<file path="src/rtl/hot_query_scheduler.sv">
// Periodic hot-page query scheduler: polls the sampling tracker every cfg_epoch cycles,
// drops back-to-back duplicate candidates and hands the rest to the migration engine.
module hot_query_scheduler #(
  parameter int ADDR_SIZE = 22,
  parameter int EPOCH_W   = 16,
  parameter int TIMEOUT   = 8,
  parameter int STAT_W    = 16
) (
  input  logic                 clk,
  input  logic                 rst_n,
  input  logic                 cfg_enable,
  input  logic [EPOCH_W-1:0]   cfg_epoch,
  output logic                 query_en,
  input  logic                 query_ready,
  input  logic                 mig_addr_en,
  input  logic [ADDR_SIZE-1:0] mig_addr,
  output logic                 mig_addr_ready,
  output logic                 out_valid,
  output logic [ADDR_SIZE-1:0] out_addr,
  input  logic                 out_ready,
  output logic [STAT_W-1:0]    stat_issued,
  output logic [STAT_W-1:0]    stat_dup,
  output logic [STAT_W-1:0]    stat_timeout,
  output logic                 busy
);

  localparam int TO_W = $clog2(TIMEOUT);

  typedef enum logic [2:0] {IDLE, COUNT, QUERY, WAIT, HOLD} state_t;

  state_t                 state_q;
  logic [EPOCH_W-1:0]     epoch_cnt_q;
  logic [TO_W-1:0]        to_cnt_q;
  logic                   last_vld_q;
  logic [ADDR_SIZE-1:0]   last_addr_q;
  logic [ADDR_SIZE-1:0]   out_addr_q;
  logic                   out_valid_q;
  logic [STAT_W-1:0]      stat_issued_q;
  logic [STAT_W-1:0]      stat_dup_q;
  logic [STAT_W-1:0]      stat_timeout_q;

  logic epoch_hit;
  logic to_last;
  logic is_dup;

  function automatic logic [STAT_W-1:0] sat_inc(input logic [STAT_W-1:0] v);
    return (&v) ? v : v + 1'b1;
  endfunction

  assign epoch_hit = (epoch_cnt_q == EPOCH_W'(cfg_epoch - 1'b1));
  // Last WAIT cycle: a response arriving here still wins over the timeout.
  assign to_last   = (to_cnt_q == TO_W'(TIMEOUT - 1));
  assign is_dup    = last_vld_q && (mig_addr == last_addr_q);

  // Gating with cfg_enable keeps a disable in QUERY from leaking a strobe.
  assign query_en       = (state_q == QUERY) && query_ready && cfg_enable;
  assign mig_addr_ready = (state_q == WAIT);
  assign busy           = (state_q != IDLE);
  assign out_valid      = out_valid_q;
  assign out_addr       = out_addr_q;
  assign stat_issued    = stat_issued_q;
  assign stat_dup       = stat_dup_q;
  assign stat_timeout   = stat_timeout_q;

  always_ff @(posedge clk or negedge rst_n) begin
    if (!rst_n) begin
      state_q        <= IDLE;
      epoch_cnt_q    <= '0;
      to_cnt_q       <= '0;
      last_vld_q     <= 1'b0;
      last_addr_q    <= '0;
      out_addr_q     <= '0;
      out_valid_q    <= 1'b0;
      stat_issued_q  <= '0;
      stat_dup_q     <= '0;
      stat_timeout_q <= '0;
    end else begin
      case (state_q)
        IDLE: begin
          if (cfg_enable && (cfg_epoch != '0)) begin
            state_q     <= COUNT;
            epoch_cnt_q <= '0;
          end
        end
        COUNT: begin
          epoch_cnt_q <= epoch_cnt_q + 1'b1;
          if (!cfg_enable || (cfg_epoch == '0)) begin
            state_q <= IDLE;
          end else if (epoch_hit) begin
            state_q <= QUERY;
          end
        end
        QUERY: begin
          if (!cfg_enable) begin
            state_q <= IDLE;
          end else if (query_ready) begin
            state_q  <= WAIT;
            to_cnt_q <= '0;
          end
        end
        WAIT: begin
          if (mig_addr_en) begin
            if (is_dup) begin
              stat_dup_q <= sat_inc(stat_dup_q);
              state_q    <= IDLE;
            end else begin
              out_addr_q  <= mig_addr;
              out_valid_q <= 1'b1;
              state_q     <= HOLD;
            end
          end else if (to_last) begin
            stat_timeout_q <= sat_inc(stat_timeout_q);
            state_q        <= IDLE;
          end else begin
            to_cnt_q <= to_cnt_q + 1'b1;
          end
        end
        HOLD: begin
          if (out_ready) begin
            out_valid_q   <= 1'b0;
            last_addr_q   <= out_addr_q;
            last_vld_q    <= 1'b1;
            stat_issued_q <= sat_inc(stat_issued_q);
            state_q       <= IDLE;
          end
        end
        default: state_q <= IDLE;
      endcase
    end
  end

endmodule
</file>
<file path="config.mk">
export PLATFORM = sky130hd
export DESIGN_NAME = hot_query_scheduler
export DESIGN_NICKNAME = d
export VERILOG_FILES = /design/src/rtl/hot_query_scheduler.sv
export SDC_FILE = /design/constraint.sdc
export NUM_CORES = 1
export LEC_CHECK = 0
export CORE_ASPECT_RATIO = 0.6
export CORE_UTILIZATION = 47
export CTS_CLUSTER_SIZE = 24
export DETAILED_ROUTE_END_ITERATION = 8
export HOLD_SLACK_MARGIN = 0.05
export PLACE_DENSITY = 0.74
export SETUP_SLACK_MARGIN = 0.05
export SYNTH_ARGS = -nofsm -noshare
export SYNTH_HDL_FRONTEND = slang
export SYNTH_SLANG_ARGS = --single-unit
</file>
<file path="constraint.sdc">
create_clock -name clk -period 2.2 [get_ports clk]
set_input_delay 0.22 -clock clk [delete_from_list [all_inputs] [get_ports clk]]
set_output_delay 0.22 -clock clk [all_outputs]
set_load 0.01 [all_outputs]
</file>
Yosys cells after proc, flatten, opt, wreduce, memory -nomap -nowiden
Cells that the tools add are included. W data, S select, Z words.

Logic and storage cells: 85. Bits in latches: 0. RAM bits: 0. Register bits after elaboration: 116. Memories kept: 0. ROM bits: 0. Input port bits: 44. Output and inout port bits: 74.

Divide/modulo/power cells: 0. Muxes and demuxes: 21. Reduce and logical (&&, ||, !) cells: 25. Shift-type cells: 0. Equal/unequal tests: 18. Magnitude comparators: 0. Multipliers: 0. Bitwise operators: 5. Add/sub/neg operators: 6.

Operators with widths (number): $add A16 B1 Y16 const B (4); $reduce_and A16 Y1 (3); $mux W3 (13); $pmux W16 S2 (1); $eq A22 B22 Y1 (1); $eq A16 B16 Y1 (1); $logic_not A16 Y1 (1); $mux W16 (1); $ne A2 B2 Y1 const B (8); $reduce_bool A16 Y1 (1); $sub A16 B1 Y16 const B (1); $pmux W3 S5 (1); $reduce_and A4 Y1 (3); $reduce_and A5 Y1 (2); $eq A3 B2 Y1 const B (2); $eq A3 B3 Y1 const B (2); $ne A3 B3 Y1 const B (2); $pmux W3 S2 (1); $reduce_and A3 Y1 (2); $reduce_bool A2 Y1 (3); $not A1 Y1 (5); $logic_and A1 B1 Y1 (4); $reduce_and A2 Y1 (2); $add A3 B1 Y3 const B (1); 8 further kinds (10).

Longest topological paths before layout
Gate-level depths: netlist of run 1.

Depth in word-level cells: 5. Depth in mapped cells: 8. Depth with buffers taken out: 8.

Worst setup path after synthesis of run 1
No wires, ideal clock.

Path kind: input to register. Start: in cfg_epoch[2]. End: reg state_q[0]. Stages: 7. Slack: -0.424 ns. Buffers on the path: 1. Arrival: 2.500 ns. Required time: 2.076 ns. Setup time: 0.124 ns. Cells stage by stage: or4_1 -> buf_2 -> or4_2 -> xnor2_1 -> a31o_2 -> or4_4 -> o31a_1.

Word-level cells in the longest chain between the ends: 4. Elaborated cells on any way between the ends: 11. Classes of those cells: 1 x add/sub; 3 x eq/ne; 2 x mux; 5 x reduce/logical.

RTL lines: from (decl) (RTL line 12) `input logic [EPOCH_W-1:0] cfg_epoch,`; $sub A16 B1 Y16 (tied with other cells) (RTL line 50) `assign epoch_hit = (epoch_cnt_q == EPOCH_W'(cfg_epoch - 1'b1));`; $eq A16 B16 Y1 (tied with other cells) (RTL line 50); $ne A3 B3 Y1 (no source line) (tied with other cells); $reduce_and A5 Y1 (no source line) / $pmux W3 S5 (equally long branches); to (signal assigned) (RTL line 67) `state_q <= IDLE;`; to (signal assigned) (RTL line 81) `state_q <= COUNT;`; to (signal assigned) (RTL line 88) `state_q <= IDLE;`; to (decl) (RTL line 31) `state_t state_q;`.

Parallel ways exist; a longest one is shown, timed or not. A chain may end at the register's enable or synchronous reset.

Final worst setup path of run 1
Start: reg last_addr_q[0]. End: reg stat_dup_q[2], in the netlist stat_dup[2].

Word-level cells in the longest chain between the ends: 3.

RTL lines: from (decl) (RTL line 35) `logic [ADDR_SIZE-1:0] last_addr_q;`; from (signal assigned) (RTL line 121) `last_addr_q <= out_addr_q;`; $eq A22 B22 Y1 (RTL line 53) `assign is_dup = last_vld_q && (mig_addr == last_addr_q);`; $logic_and A1 B1 Y1 (RTL line 53); $reduce_and A4 Y1 (no source line); to (signal assigned) (RTL line 104) `stat_dup_q <= sat_inc(stat_dup_q);`; to (decl) (RTL line 39) `logic [STAT_W-1:0] stat_dup_q;`.

No other way between the ends.

==> results.py, run 1 <==
metrics = {
    "power": {
        "clockPowerShare": 0.448,
        "total_power_uw": 6300,
        "p_int_uw": 4600,
        "vdd_ir_drop_max_v": 0.000628,
        "p_per_area_nw_per_um2": 733,
        "leakage_uw": 0.00385,
        "p_switching_uw": 1700,
        "p_seq_frac": 0.380,
        "power.combinational.fraction": 0.172,
        "power.share.switching": 0.270,
    },
    "sta": {
        "fin_skew_ns": 0.0115,
        "timing.final.hold_violations": 0,
        "report.final.slew_viol_count": 0,
        "maxClockFrequency_mhz": 453,
        "rsz0062_at_grt": "yes",
        "tightestPinTransition_ns": 0.515,
        "finalWorstSetupSlack_ns": -0.00859,
        "finalCritPeriodShare": 1.00,
        "finalSetupViolCount": 1,
        "final_period_minus_worst_setup_slack_ns": 2.21,
        "worst_case_headroom_to_the_max_slew_limit": 0.652,
    },
    "clocking": {
        "path_clk_slew_ns": 0.06,
        "clock-sinks": 116,
        "tritoncts": "done",
        "worstSkewPairLatency_ns": 0.41,
        "cts_max_path_buffers": 2,
        "clock-root-buffer": "sky130_fd_sc_hd__clkbuf_16",
        "cts_max_level": 4,
        "cts-buffers-inserted": 17,
    },
    "placement": {
        "detailed_place_hpwl_um": 11300,
        "placement.io_buffers": 117,
        "placed_cell_area_sq_um": 7740,
        "globalplace.congestion": 0.880,
        "dpl.cell_count": 872,
        "dpl_worst_slack_ns": -0.592,
    },
    "logic_synthesis": {
        "sequential_fraction_of_the_synthesis_area": 0.494,
        "netlist_area_sq_um": 5880,
        "syn-num-nets": 594,
        "synth_enable_flop_cells": 0,
        "synth_warn": 0,
        "yosys_most_used_dff": "sky130_fd_sc_hd__dfrtp_1",
        "postSynth.asyncResetShare": 1.00,
        "ys_types": 50,
        "syn_inst": 542,
        "avg_inst_size_synth_sq_um": 10.8,
        "yosys_register_bits": 116,
    },
    "layout": {
        "multi_input_area_sq_um": 3110,
        "area_delta_synth_final_pct": 46.2,
        "finish.cell_count_without_fillers": 910,
        "final_util": 0.708,
        "postLayoutCellArea_sq_um": 8590,
        "register_cell_area_after_layout_sq_um": 2900,
        "drive_above_1_share": 0.266,
        "final_net_count": 784,
        "n_fill_cell": 830,
        "antennaDiodeCount": 0,
        "most-common-layout-cells": "115 x sky130_fd_sc_hd__dfrtp_1, 107 x sky130_fd_sc_hd__clkdlybuf4s50_1, 63 x sky130_fd_sc_hd__buf_4",
        "commonest_non_fill_non_tap_cell_in_the_layout": "sky130_fd_sc_hd__dfrtp_1",
    },
    "die": {
        "initial_core_util": 0.484,
        "io-pin-count": 118,
        "std_cell_rows": 31,
        "floorplan.die.height_um": 88.6,
        "core-area_sq_um": 12100,
        "dieArea_sq_um": 13000,
        "fp.dieW_um": 146,
    },
    "drt": {
        "detailedRoute.firstIterationViolations": 317,
        "count_of_antenna_violating_nets_left_after_detailed_routing": 0,
        "num_vias": 4974,
        "route.detailed.vias_per_inst": 5.47,
        "firstDrtPassIters": 5,
        "post_drt_wl_per_cell_um": 17.1,
        "detail_route.drc_violations": 0,
        "route.final.wire_length_um": 15600,
    },
    "worst_setup_path": {
        "timing.critical_path.to_type": "flip-flop",
        "timing.reg2reg.worst_path_depth": 8,
        "cpMostUsedCell": "sky130_fd_sc_hd__xnor2_2",
        "critical_path_peak_fanout": 6,
        "crit_chain": "xnor2_2 -> nand4_1 -> or4_4 -> nor3_4 -> buf_6 -> buf_4 -> nand3_2 -> xnor2_2",
        "critPathRequiredTime_ns": 2.48,
        "cp_slowest_stage_delay_ns": 0.56,
        "cp.buffers_inverters": 2,
        "critPathKind": "flip-flop to flip-flop",
        "critPathArrivalTime_ns": 2.49,
        "critical_path.top_delay_family": "simple AND/OR/NAND/NOR gates",
        "startpoint_type": "flip-flop",
        "critical-path-slowest-cell": "sky130_fd_sc_hd__or4_4",
        "total_number_of_cells_along_the_worst_setup_path": 8,
    },
    "global_routing": {
        "grt_first_pass_wirelength_um": 24800,
        "number_of_antenna_violations_at_the_first_check_in_global_routing": 0,
        "via_count_of_the_first_global_routing_pass": 4901,
        "groute.usage.overall": 0.249,
        "total_overflow_reported_by_the_global_router": 0,
        "grt_max_degree": 49,
    },
    "flow_run": {
        "timing.max_cap.violations": 0,
    },
    "outcome": {
        "run_status": "complete, but fails checks",
        "failed_checks": "negative setup slack",
    },
    "hold_path": {
        "min-delay-path-class": "input port to async pin",
    },
}
-- worst paths after layout --
| path | start | to | slack (ns) |
|---|---|---|---|
| worst min-delay path | rst_n | stat_timeout[13]$_DFFE_PN0P_ | 0.29 |
| worst max-delay path | last_addr_q[0]$_DFFE_PN0P_ | stat_dup[2]$_DFFE_PN0P_ | -0.009 |
| worst max register to register | last_addr_q[0]$_DFFE_PN0P_ | stat_dup[2]$_DFFE_PN0P_ | -0.009 |
| worst min register to register | out_valid$_DFFE_PN0P_ | out_valid$_DFFE_PN0P_ | 0.48 |
| max in group asynchronous | rst_n | out_addr[3]$_DFFE_PN0P_ | 1.30 |
| min in group clk | out_valid$_DFFE_PN0P_ | out_valid$_DFFE_PN0P_ | 0.48 |
-- registers in the layout (all words and copies together) (netlist names) --
register      cells
last_addr_q      22
state_q           3
out_addr         22
stat_dup         16
epoch_cnt_q      16
last_vld_q        1
stat_issued      16
out_valid         1
stat_timeout     16
to_cnt_q          3
-- cells in the mapped netlist (all sizes together), types with 2 or more instances --
master  instances  area, sq um
nand2          29          109
a31oi          11         68.8
ha              8          100
inv             9         33.8
nor4b           3         26.3
nor2           21         78.8
and4            7         61.3
or3             5         36.3
nand4          21          131
and3           24          150
or2             3         18.8
o211ai          2         15.0
xor2           15          131
or4             7         57.6
and2            6         37.5
nor3           12         76.3
nand3b          3         22.5
xnor2          71          622
o21ai          28          140
nor4            4         25.0
a22oi           2         15.0
clkbuf         15         56.3
a21oi          15         75.1
nand3          36          180
o31ai           3         22.5
dfrtp         116         2900
mux2           48          541
-- layer usage --
| metal | track usage | vias to the layer above | routed length (um) |
|---|---|---|---|
| met3 | 0.0675 | 22 | 910 |
| met2 | 0.377 | 159 | 6970 |
| met5 | 0 | - | 0 |
| met1 | 0.350 | 2433 | 7540 |
| met4 | 0.0767 | 0 | 166 |
| li1 | - | 2360 | - |
-- what timing repair did --
action                                  CTS  global route
gates resized for setup                  26            43
setup buffers                             2             3
pin swaps                                13            20
endpoints found under the setup margin   36            52
gates cloned                              0             0
endpoints found under the hold margin    28             0
hold buffers                              1             0
-- power by group through the flow --
stage          logic (uW)  registers (uW)  clock network (uW)
2_1_floorplan         517            2400                   0
3_3_place_gp          994            2420                   0
3_5_place_dp         1020            2430                   0
4_1_cts              1040            2390                2860
5_1_grt              1190            2410                2960
6_report             1080            2390                2820
-- through the flow --
| step | hold slack, ns | setup TNS, ns |
|---|---|---|
| after global routing | 0.306 | -1.41 |
| after CTS | 0.292 | -0.00792 |
| after floorplan | -0.0756 | -0.217 |
| after global placement | 0.175 | -12.55 |
| after detailed placement | 0.183 | -13.32 |
| final | 0.288 | -0.00859 |
-- layout make-up --
type / count / share of cell area
clock buffer: 19 / 0.0504
tap: 165 / 0.0240
timing repair buffer: 187 / 0.202
clock inverter: 13 / 0.0202
inverter: 9 / 0.00393
sequential: 116 / 0.338
multi-input combinational: 401 / 0.362
-- logic make-up after synthesis --
| logic type | Yosys count | share of synthesized area |
|---|---|---|
| multiplexers | 49 | 0.0936 |
| adder cells (fa/ha/maj) | 8 | 0.0170 |
| AND/OR/NAND/NOR | 187 | 0.180 |
| XOR/XNOR | 86 | 0.128 |
| flip-flops | 116 | 0.494 |
| AO/OA/AOI/OAI | 71 | 0.0713 |
| buffers and inverters | 25 | 0.0162 |
-- worst reg2reg max path, stage by stage (launching register included) --
cell and delay (ns):
sky130_fd_sc_hd__dfrtp_1 0.40, sky130_fd_sc_hd__xnor2_2 0.20, sky130_fd_sc_hd__nand4_1 0.11, sky130_fd_sc_hd__or4_4 0.57
sky130_fd_sc_hd__nor3_4 0.26, sky130_fd_sc_hd__buf_6 0.19, sky130_fd_sc_hd__buf_4 0.14, sky130_fd_sc_hd__nand3_2 0.09
sky130_fd_sc_hd__xnor2_2 0.14
Power figures use the tool's default switching activity.
==> run 2, diff against run 1 <==
--- a/config.mk
+++ b/config.mk
@@ -7,8 +7,10 @@
 export LEC_CHECK = 0
 export CORE_ASPECT_RATIO = 0.6
 export CORE_UTILIZATION = 47
+export CTS_CLUSTER_DIAMETER = 60
 export CTS_CLUSTER_SIZE = 24
 export DETAILED_ROUTE_END_ITERATION = 8
+export GPL_TIMING_DRIVEN = 0
 export HOLD_SLACK_MARGIN = 0.05
 export PLACE_DENSITY = 0.74
 export SETUP_SLACK_MARGIN = 0.05
==> results.py, run 2 (same netlist as run 1, synthesis figures left out) <==
metrics = {
    "outcome": {
        "run_status": "complete, but fails checks",
        "failed_checks": "negative setup slack",
    },
    "layout": {
        "n_fill_cell": 868,
        "multi_input_area_sq_um": 3210,
        "most-common-layout-cells": "112 x sky130_fd_sc_hd__dfrtp_1, 103 x sky130_fd_sc_hd__clkdlybuf4s50_1, 63 x sky130_fd_sc_hd__xnor2_1",
        "register_cell_area_after_layout_sq_um": 2910,
        "area_delta_synth_final_pct": 44.4,
        "commonest_non_fill_non_tap_cell_in_the_layout": "sky130_fd_sc_hd__dfrtp_1",
        "antennaDiodeCount": 0,
        "postLayoutCellArea_sq_um": 8490,
        "drive_above_1_share": 0.252,
        "final_net_count": 754,
    },
    "global_routing": {
        "number_of_antenna_violations_at_the_first_check_in_global_routing": 0,
        "via_count_of_the_first_global_routing_pass": 4710,
        "groute.usage.overall": 0.242,
        "grt_max_degree": 94,
        "grt_first_pass_wirelength_um": 24100,
        "total_overflow_reported_by_the_global_router": 0,
    },
    "flow_run": {
        "timing.max_cap.violations": 0,
    },
    "sta": {
        "finalWorstSetupSlack_ns": -0.00615,
        "report.final.slew_viol_count": 0,
        "timing.final.hold_violations": 0,
        "final.hold.worst_slack_ns": 0.224,
        "finalCritPeriodShare": 1.00,
        "tightestPinTransition_ns": 0.637,
        "maxClockFrequency_mhz": 453,
        "rsz0062_at_grt": "yes",
        "finalSetupViolCount": 1,
        "worst_case_headroom_to_the_max_slew_limit": 0.572,
        "fin_skew_ns": 0.0147,
        "final_period_minus_worst_setup_slack_ns": 2.21,
        "setup-tns-final_ns": -0.00615,
    },
    "drt": {
        "detailedRoute.firstIterationViolations": 346,
        "route.detailed.vias_per_inst": 5.63,
        "firstDrtPassIters": 5,
        "count_of_antenna_violating_nets_left_after_detailed_routing": 0,
        "num_vias": 4952,
        "route.final.wire_length_um": 15800,
        "detail_route.drc_violations": 0,
        "post_drt_wl_per_cell_um": 17.9,
    },
    "placement": {
        "placed_cell_area_sq_um": 7310,
        "placement.io_buffers": 116,
        "dpl_worst_slack_ns": -0.889,
        "detailed_place_hpwl_um": 10500,
        "globalplace.congestion": 0.917,
    },
    "die": {
        "dieArea_sq_um": 13000,
        "floorplan.die.height_um": 88.6,
        "std_cell_rows": 31,
        "initial_core_util": 0.484,
        "core-area_sq_um": 12100,
        "fp.dieW_um": 146,
        "io-pin-count": 118,
    },
    "worst_setup_path": {
        "critical_path_peak_fanout": 4,
        "critPathRequiredTime_ns": 2.52,
        "critPathKind": "flip-flop to flip-flop",
        "critPathArrivalTime_ns": 2.52,
        "startpoint_type": "flip-flop",
        "timing.critical_path.to_type": "flip-flop",
    },
    "clocking": {
        "cts_max_level": 4,
        "path_clk_slew_ns": 0.06,
        "cts-buffers-inserted": 17,
        "tritoncts": "done",
        "cts_max_path_buffers": 2,
        "clock-sinks": 116,
        "clock-root-buffer": "sky130_fd_sc_hd__clkbuf_16",
        "worstSkewPairLatency_ns": 0.41,
    },
    "power": {
        "vdd_ir_drop_max_v": 0.000640,
        "leakage_uw": 0.00373,
        "total_power_uw": 6110,
        "p_per_area_nw_per_um2": 720,
    },
    "hold_path": {
        "min-delay-path-class": "input port to async pin",
    },
}
## run 2: final timing paths
kind / from / end / slack, ns / depth (start not counted)
setup reg to reg: last_addr_q[3]$_DFFE_PN0P_ / stat_dup[11]$_DFFE_PN0P_ / -0.006 / 8
hold reg to reg: last_vld_q$_DFFE_PN0P_ / last_vld_q$_DFFE_PN0P_ / 0.47 / 1
setup / recovery: last_addr_q[3]$_DFFE_PN0P_ / stat_dup[11]$_DFFE_PN0P_ / -0.006 / 8
min in group clk: mig_addr_en / to_cnt_q[0]$_DFFE_PN0P_ / 0.32 / 3
max in group asynchronous: rst_n / epoch_cnt_q[4]$_DFFE_PN0P_ / 1.23 / 3
hold / removal: rst_n / stat_timeout[11]$_DFFE_PN0P_ / 0.22 / 2
## run 2: report_power, final
group          total (uW)  switching, uW  internal (uW)
combinational        1010            486            521
clock                2670            986           1680
sequential           2440            177           2260
total                6110           1650           4460
## run 2: metal layers
metal | wire length (um) | GRT usage
met1 | 7210 | 0.333
met2 | 7320 | 0.378
met3 | 1090 | 0.0670
met4 | 131 | 0.0682
met5 | 0 | 0
## run 2: worst max-delay path, stage by stage (launching register included)
cell and delay, ns:
sky130_fd_sc_hd__dfrtp_1 0.40, sky130_fd_sc_hd__xnor2_2 0.16, sky130_fd_sc_hd__nand4_1 0.12, sky130_fd_sc_hd__or4_4 0.56, sky130_fd_sc_hd__nor3_4 0.24, sky130_fd_sc_hd__buf_6 0.18
sky130_fd_sc_hd__buf_6 0.11, sky130_fd_sc_hd__nand4_1 0.12, sky130_fd_sc_hd__xnor2_1 0.22
## run 2: final cells by class
cell class                      instances  area share
Multi-Input combinational cell        401       0.378
Sequential cell                       116       0.342
Timing Repair Buffer                  145       0.170
Clock buffer                           18      0.0517
Tap cell                              165      0.0243
Clock inverter                         13      0.0159
Buffer                                 12      0.0139
Inverter                                9     0.00398
## run 2: through the flow
step | instances | util
after global placement | 823 | 0.599
final | 879 | 0.699
after floorplan | 542 | -
after CTS | 860 | 0.670
after global routing | 879 | 0.699
after detailed placement | 824 | 0.602
## run 2: repair_timing
item / in CTS / in global routing
resized for setup: 68 / 51
setup buffers: 5 / 18
gates cloned: 3 / 1
pin swaps: 12 / 18
setup endpoints to repair: 91 / 70
endpoints found under the hold margin: 51 / 0
hold buffers: 1 / 0
